## src/rtl/program_loader.sv

```systemverilog
// program_loader: fills instruction and data memory from a 32-bit
// valid/ready word stream, then raises the CPU start.
//
// Ports:
//   clk_i, rst_i          clock, synchronous active-high reset
//   load_en_i             pulse that opens a load session (IDLE/DONE)
//   data_i, valid_i       stream word (header or payload) and its valid
//   ready_o               loader accepts a word this cycle
//   imem_we/addr/data_o   registered instruction memory write port
//   dmem_we/addr/data_o   registered data memory write port
//   start_o, done_o       load complete, CPU may run
//   err_o                 sticky segment overflow flag
//
// Header word: [31] 0=imem 1=dmem, [30] last segment,
// [23:16] base word index, [15:0] payload word count.
module program_loader #(
    parameter int IMEM_DEPTH = 256,
    parameter int IMEM_AW    = 8,
    parameter int DMEM_DEPTH = 32,
    parameter int DMEM_AW    = 5
) (
    input  logic               clk_i,
    input  logic               rst_i,
    input  logic               load_en_i,
    input  logic [31:0]        data_i,
    input  logic               valid_i,
    output logic               ready_o,
    output logic               imem_we_o,
    output logic [IMEM_AW-1:0] imem_addr_o,
    output logic [31:0]        imem_data_o,
    output logic               dmem_we_o,
    output logic [DMEM_AW-1:0] dmem_addr_o,
    output logic [31:0]        dmem_data_o,
    output logic               start_o,
    output logic               done_o,
    output logic               err_o
);

    localparam logic [2:0] S_IDLE  = 3'd0;
    localparam logic [2:0] S_HDR   = 3'd1;
    localparam logic [2:0] S_DATA  = 3'd2;
    localparam logic [2:0] S_DRAIN = 3'd3;
    localparam logic [2:0] S_DONE  = 3'd4;
    localparam logic [2:0] S_ERR   = 3'd5;

    logic [2:0]  state;
    logic        seg_dmem;
    logic        seg_last;
    logic [7:0]  seg_base;
    logic [15:0] seg_cnt;
    logic [15:0] idx;
    logic        fin;

    logic        accept;
    logic [16:0] hdr_end;
    logic [16:0] hdr_depth;
    logic        hdr_ovf;
    logic        last_word;

    assign ready_o = (state == S_HDR) || (state == S_DATA);
    assign accept  = valid_i & ready_o;

    // Overflow is judged on the full 17-bit sum so base+count never wraps.
    assign hdr_end   = {9'd0, data_i[23:16]} + {1'b0, data_i[15:0]};
    assign hdr_depth = data_i[31] ? 17'(DMEM_DEPTH) : 17'(IMEM_DEPTH);
    assign hdr_ovf   = hdr_end > hdr_depth;

    assign last_word = (idx == seg_cnt - 16'd1);

    // fin is set one cycle into DONE, so the final write (issued during
    // DRAIN) has been in memory a full cycle before the CPU starts.
    assign start_o = fin;
    assign done_o  = fin;
    assign err_o   = (state == S_ERR);

    always_ff @(posedge clk_i) begin
        if (rst_i) begin
            state       <= S_IDLE;
            seg_dmem    <= 1'b0;
            seg_last    <= 1'b0;
            seg_base    <= '0;
            seg_cnt     <= '0;
            idx         <= '0;
            fin         <= 1'b0;
            imem_we_o   <= 1'b0;
            imem_addr_o <= '0;
            imem_data_o <= '0;
            dmem_we_o   <= 1'b0;
            dmem_addr_o <= '0;
            dmem_data_o <= '0;
        end else begin
            imem_we_o <= 1'b0;
            dmem_we_o <= 1'b0;
            unique case (1'b1)
                (state == S_IDLE): begin
                    if (load_en_i) begin
                        state <= S_HDR;
                    end
                end
                (state == S_HDR): begin
                    if (accept) begin
                        seg_dmem <= data_i[31];
                        seg_last <= data_i[30];
                        seg_base <= data_i[23:16];
                        seg_cnt  <= data_i[15:0];
                        idx      <= '0;
                        if (hdr_ovf) begin
                            state <= S_ERR;
                        end else if (data_i[15:0] == 16'd0) begin
                            state <= data_i[30] ? S_DRAIN : S_HDR;
                        end else begin
                            state <= S_DATA;
                        end
                    end
                end
                (state == S_DATA): begin
                    if (accept) begin
                        if (seg_dmem) begin
                            dmem_we_o   <= 1'b1;
                            dmem_addr_o <= DMEM_AW'(seg_base)
                                         + DMEM_AW'(idx);
                            dmem_data_o <= data_i;
                        end else begin
                            imem_we_o   <= 1'b1;
                            imem_addr_o <= IMEM_AW'(seg_base)
                                         + IMEM_AW'(idx);
                            imem_data_o <= data_i;
                        end
                        idx <= idx + 16'd1;
                        if (last_word) begin
                            state <= seg_last ? S_DRAIN : S_HDR;
                        end
                    end
                end
                (state == S_DRAIN): begin
                    state <= S_DONE;
                end
                (state == S_DONE): begin
                    if (load_en_i) begin
                        state <= S_HDR;
                        fin   <= 1'b0;
                    end else begin
                        fin <= 1'b1;
                    end
                end
                (state == S_ERR): begin
                    state <= S_ERR;
                end
                default: begin
                    state <= S_IDLE;
                end
            endcase
        end
    end

endmodule
```

## config.mk

```make
export PLATFORM = sky130hd
export DESIGN_NAME = program_loader
export DESIGN_NICKNAME = d
export VERILOG_FILES = /design/src/rtl/program_loader.sv
export SDC_FILE = /design/constraint.sdc
export NUM_CORES = 1
export LEC_CHECK = 0
export ABC_AREA = 1
export BUFFER_PORTS_ARGS = -buffer_cell sky130_fd_sc_hd__buf_2
export CAP_MARGIN = 40
export CORE_UTILIZATION = 39
export DETAILED_ROUTE_END_ITERATION = 8
export PLACE_DENSITY = 0.63
export SLEW_MARGIN = 25
export SYNTH_ARGS = -nofsm -noshare
export SYNTH_HDL_FRONTEND = slang
export SYNTH_SLANG_ARGS = --single-unit
```

## constraint.sdc

```tcl
create_clock -name clk_i -period 4.5 [get_ports clk_i]
set_input_delay 0.45 -clock clk_i [delete_from_list [all_inputs] [get_ports clk_i]]
set_output_delay 0.45 -clock clk_i [all_outputs]
set_load 0.02 [all_outputs]
```

* Yosys cells after proc, flatten, opt, wreduce, memory -nomap -nowiden
Index checks and enable logic that the tools add are counted.
** Cells by class
- Eq/ne operators :: 10
- Bitwise logic cells :: 4
- Add/sub/neg operators :: 5
- Reduce and logical (&&, ||, !) cells :: 11
- Magnitude comparators :: 1
- Mux-type cells :: 16
** Operators by type and width (count)
- $mux W16 :: 2
- $pmux W16 S2 :: 1
- $add A8 B16 Y17 :: 1
- $gt A17 B9 Y1 :: 1
- $add A16 B1 Y16 const B :: 1
- $eq A16 B16 Y1 :: 1
- $logic_not A16 Y1 :: 1
- $sub A16 B1 Y16 const B :: 1
- $mux W3 :: 5
- $pmux W3 S5 :: 1
- $mux W9 :: 1
- $reduce_and A3 Y1 :: 3
- $add A8 B8 Y8 :: 1
- $eq A3 B2 Y1 const B :: 2
- $eq A3 B3 Y1 const B :: 2
- $mux W2 :: 3
- $ne A2 B2 Y1 const B :: 3
- $add A5 B5 Y5 :: 1
- $reduce_and A4 Y1 :: 1
- $eq A3 B1 Y1 const B :: 1
- $logic_not A3 Y1 :: 1
- $mux W1 :: 3
- $not A1 Y1 :: 3
- $reduce_or A3 Y1 :: 1
- other kinds (6) :: 6
** Storage, ports and cells
- Register bits :: 125
- Input port bits :: 36
- Word-level logic and storage cells :: 60
- Output and inout port bits :: 83

* Depth between registers and ports, before layout
- Depth after elaboration :: 5
- Depth in mapped cells :: 20
- Depth with buffers taken out :: 20

* Worst setup path after synthesis
Ideal clock, no wire load.
- Path type :: input to register
- From :: input data_i[0]
- To :: register state[2]
- Path slack :: 1.894 ns
- Buffers on the path :: 0
- Library setup time :: 0.126 ns
- Data arrival time :: 2.480 ns
- Cell stages on the path :: 17
- Required time :: 4.374 ns
- Cells stage by stage :: ha_1 > fa_1 > nand3_1 > nand2_1 > nand2_1 > nand2_1 > xor2_1 > ha_1 > o21ai_0 > nor2_1 > nand2_1 > nor2_1 > nand2_1 > nand2_1 > nand2_1 > a21oi_1 > nor2_1
** On the way
- Cells in the longest elaborated chain, start to end :: 5
** Ends and longest elaborated chain
- start: declaration :: RTL line 25 : input logic [31:0] data_i,
- $add A8 B16 Y17 :: RTL line 64 : assign hdr_end = {9'd0, data_i[23:16]} + {1'b0, data_i[15:0]};
- $gt A17 B9 Y1 :: RTL line 66 : assign hdr_ovf = hdr_end > hdr_depth;
- $mux W3 :: RTL line 107 : if (hdr_ovf) begin
- $mux W3 :: RTL line 101 : if (accept) begin
- $pmux W3 S5 :: RTL line 94 : unique case (1'b1)
- end signal: assignment :: RTL line 110 : state <= data_i[30] ? S_DRAIN : S_HDR;
- end signal: assignment :: RTL line 131 : state <= seg_last ? S_DRAIN : S_HDR;
- end: declaration :: RTL line 46 : logic [2:0] state;
Every way passes these cells. The select of a mux whose other input is x is not followed.
A chain may end at the register's enable or synchronous reset.

* Worst setup path after layout
Same ends and word-level chain as after synthesis.

==> summary.md <==
| Metric | Value |
|---|---|
| Critical path class | in2reg |
| Startpoint types | input pin |
| Via Count | 6141 |
| Crit. End Element | flip-flop |
| Dominant synthesized flop cell | dfxtp_1 |
| Slew Viols, Final | 0 |
| # fillers | 1640 |
| Status | completed |
| DRT Pass-1 Iters | 5 |
| DP Cell Count | 1213 |
| Clock Pin Slew Worst Setup and Hold Paths | 0.06 ns |
| Largest net degree at the start of global routing | 52 |
| Worst EP required | 4.79 ns |
| Tcrit/Tclk final | 0.610 |
| Antenna fix cells | 0 |
| Worst vdd ir | 261 uV |
| Most numerous cell in the Yosys netlist | nor2_1 |
| Post-DP HPWL | 12500 um |
| Seq/Total Area, Yosys | 0.392 |
| Area grow syn2layout | 20.8% |
| Initial antenna violation count | 0 |
| Starting Density | 0.401 |
| Nets | 1073 |
| Syn_nets | 967 |
| Fin cells | 1245 |
| DP Area | 7140 um2 |
| RSZ-0062 raised after global routing | no |
| Worst Slack Setup Final | 1.75 ns |
| Clock latency on the worst-skew pair | 0.42 ns |
| Share of post-route cells with drive strength above 1 | 0.188 |
| # H-tree levels | 4 |
| Site row count | 46 |
| Sink Count | 125 |
| Post-synth top area share | 0.392 |
| Lkg Pwr | 3.75 nW |
| Worst Hold Class | in2reg |
| Top cells by count, synth | nor2_1 (171), nand2_1 (146), dfxtp_1 (125) |
| Area leader, netlist | dfxtp_1 |
| Die width | 130 um |
| Tmin final | 2.75 ns |
| Avg Vias per Cell | 4.93 |
| Area contributors post-synth | dfxtp_1 (39%), nor2_1 (10%), o21ai_0 (9.3%) |
| Endpoints failing setup | 0 |
| Fmax | 364 MHz |
| Crit path arrival time | 3.04 ns |
| Number of synthesized flops with an enable pin | 0 |
| CTS max path bufs | 2 |
| Tot Pwr | 2.88 mW |
| Postcts setup bufs | 0 |
| Maximum capacitance violations | 0 |
| Power Density | 373 nW/um2 |
| Fin area | 7720 um2 |
| Ys async rst share | 0 |
| Placer congestion estimate | 0.871 |
| Crit-path max FO | 5 |
| Worst hold margin | 0.274 ns |
| Ys Warns | 0 |
| Post-placement setup slack | 1.35 ns |
| GR Util All Layers | 0.223 |
| Setup TNS Final | 0 ns |
| CTS tree | done |
| Global-route wire length before repair | 29200 um |
| Clk_skew | 0.00844 ns |
| Resized cells post-CTS | 0 |
| Measured slew at the worst slew-check pin | 0.634 ns |
| Unique masters post-synth | 42 |
| Vias in the first global route | 5642 |
| First-iteration detailed-routing DRC count | 419 |
| Overflow after GRT | 0 |
| Core Region | 15900 um2 |
| Seq cells post-synth | 125 |
| Relative slew slack | 0.577 |
| Post-CTS Hold Fix Bufs | 0 |
| WL final | 17700 um |
| DRC Markers | 0 |
| # port buffers | 118 |
| Syn Area/Cell | 7.02 um2 |
| Cells after Synth | 910 |
| Post-DRT Antenna Nets | 0 |
| I/O pin total | 119 |
| Full die area | 16900 um2 |
| Final Hold Fails | 0 |
| Die Span Y | 130 um |
| Synthesized area | 6390 um2 |
| Root Buffer | clkbuf_16 |
| Cts bufs inserted | 17 |
| Final core occ | 0.484 |
| Avg WL per Cell | 14.2 um |
worst paths after layout:
check	from	depth (start not counted)	slack [ns]	end
min	data_i[24]	3	0.27	dmem_data_o[24]
max	data_i[0]	18	1.75	state[2]
max reg2reg	state[0]	9	2.14	seg_cnt[0]
min reg2reg	seg_cnt[1]	2	0.49	seg_cnt[1]
critical path: stages:
cell and delay (ns):
buf_2 0.13, ha_1 0.25, fa_1 0.43, nand3_1 0.13
nand2_1 0.12, nand2_1 0.08, nand2_1 0.09, xor2_1 0.16
ha_1 0.29, o21ai_0 0.07, nor2_1 0.10, nand2_1 0.05
nor2_1 0.24, nand2_1 0.14, nand2_1 0.08, nand2_1 0.05
a21oi_1 0.12, nor2_1 0.04
routing by layer:
metal  GRT usage  vias up  wire length, um
li1            -     3178                -
met2       0.339      175             7530
met1       0.306     2764             8790
met4      0.0766        0              369
met3      0.0566       24              977
met5           0        -                0
kinds of logic after synthesis:
group / after synthesis / synth area share
buffers and inverters: 128 / 0.0822
XOR/XNOR: 26 / 0.0356
AND/OR/NAND/NOR: 406 / 0.276
AO/OA/AOI/OAI: 204 / 0.171
flip-flops: 125 / 0.392
adder cells (fa/ha/maj): 21 / 0.0435
sequential cells by signal, summed over array words and instances, names as in the netlist, 3 cells and up:
signal	count
seg_cnt	16
idx	16
seg_base	8
dmem_addr_o	5
state	3
imem_addr_o	8
imem_data_o	32
dmem_data_o	32
report_power, final:
| part | internal (mW) | switching (mW) | leakage [nW] |
|---|---|---|---|
| Clock | 0.831 | 0.527 | 0.283 |
| Sequential | 1.13 | 0.0209 | 1.01 |
| Combinational | 0.126 | 0.241 | 2.46 |
| Total | 2.09 | 0.789 | 3.75 |
area by class of cell:
cell class	instances	area, um2	area share
clock buffers	19	443	0.0574
clock inverters	13	139	0.0180
flip-flops and latches	125	2500	0.324
well taps	216	270	0.0350
multi-input cells	657	3360	0.436
repair buffers	123	656	0.0850
inverters	92	345	0.0447
layout by cell type, fill, tap and decap left out, types with 9 or more instances in the layout:
cell | Yosys | final
xor2_1 | 13 | 13
o21ai_0 | 119 | 119
a21oi_1 | 59 | 59
nor2_1 | 171 | 171
nand3_1 | 42 | 42
inv_2 | 8 | 9
inv_1 | 84 | 83
nand2_1 | 146 | 146
clkbuf_16 | 0 | 17
dfxtp_1 | 125 | 125
xnor2_1 | 13 | 13
buf_2 | 6 | 118
ha_1 | 19 | 19
No activity file was read; power rests on OpenSTA's default activity.
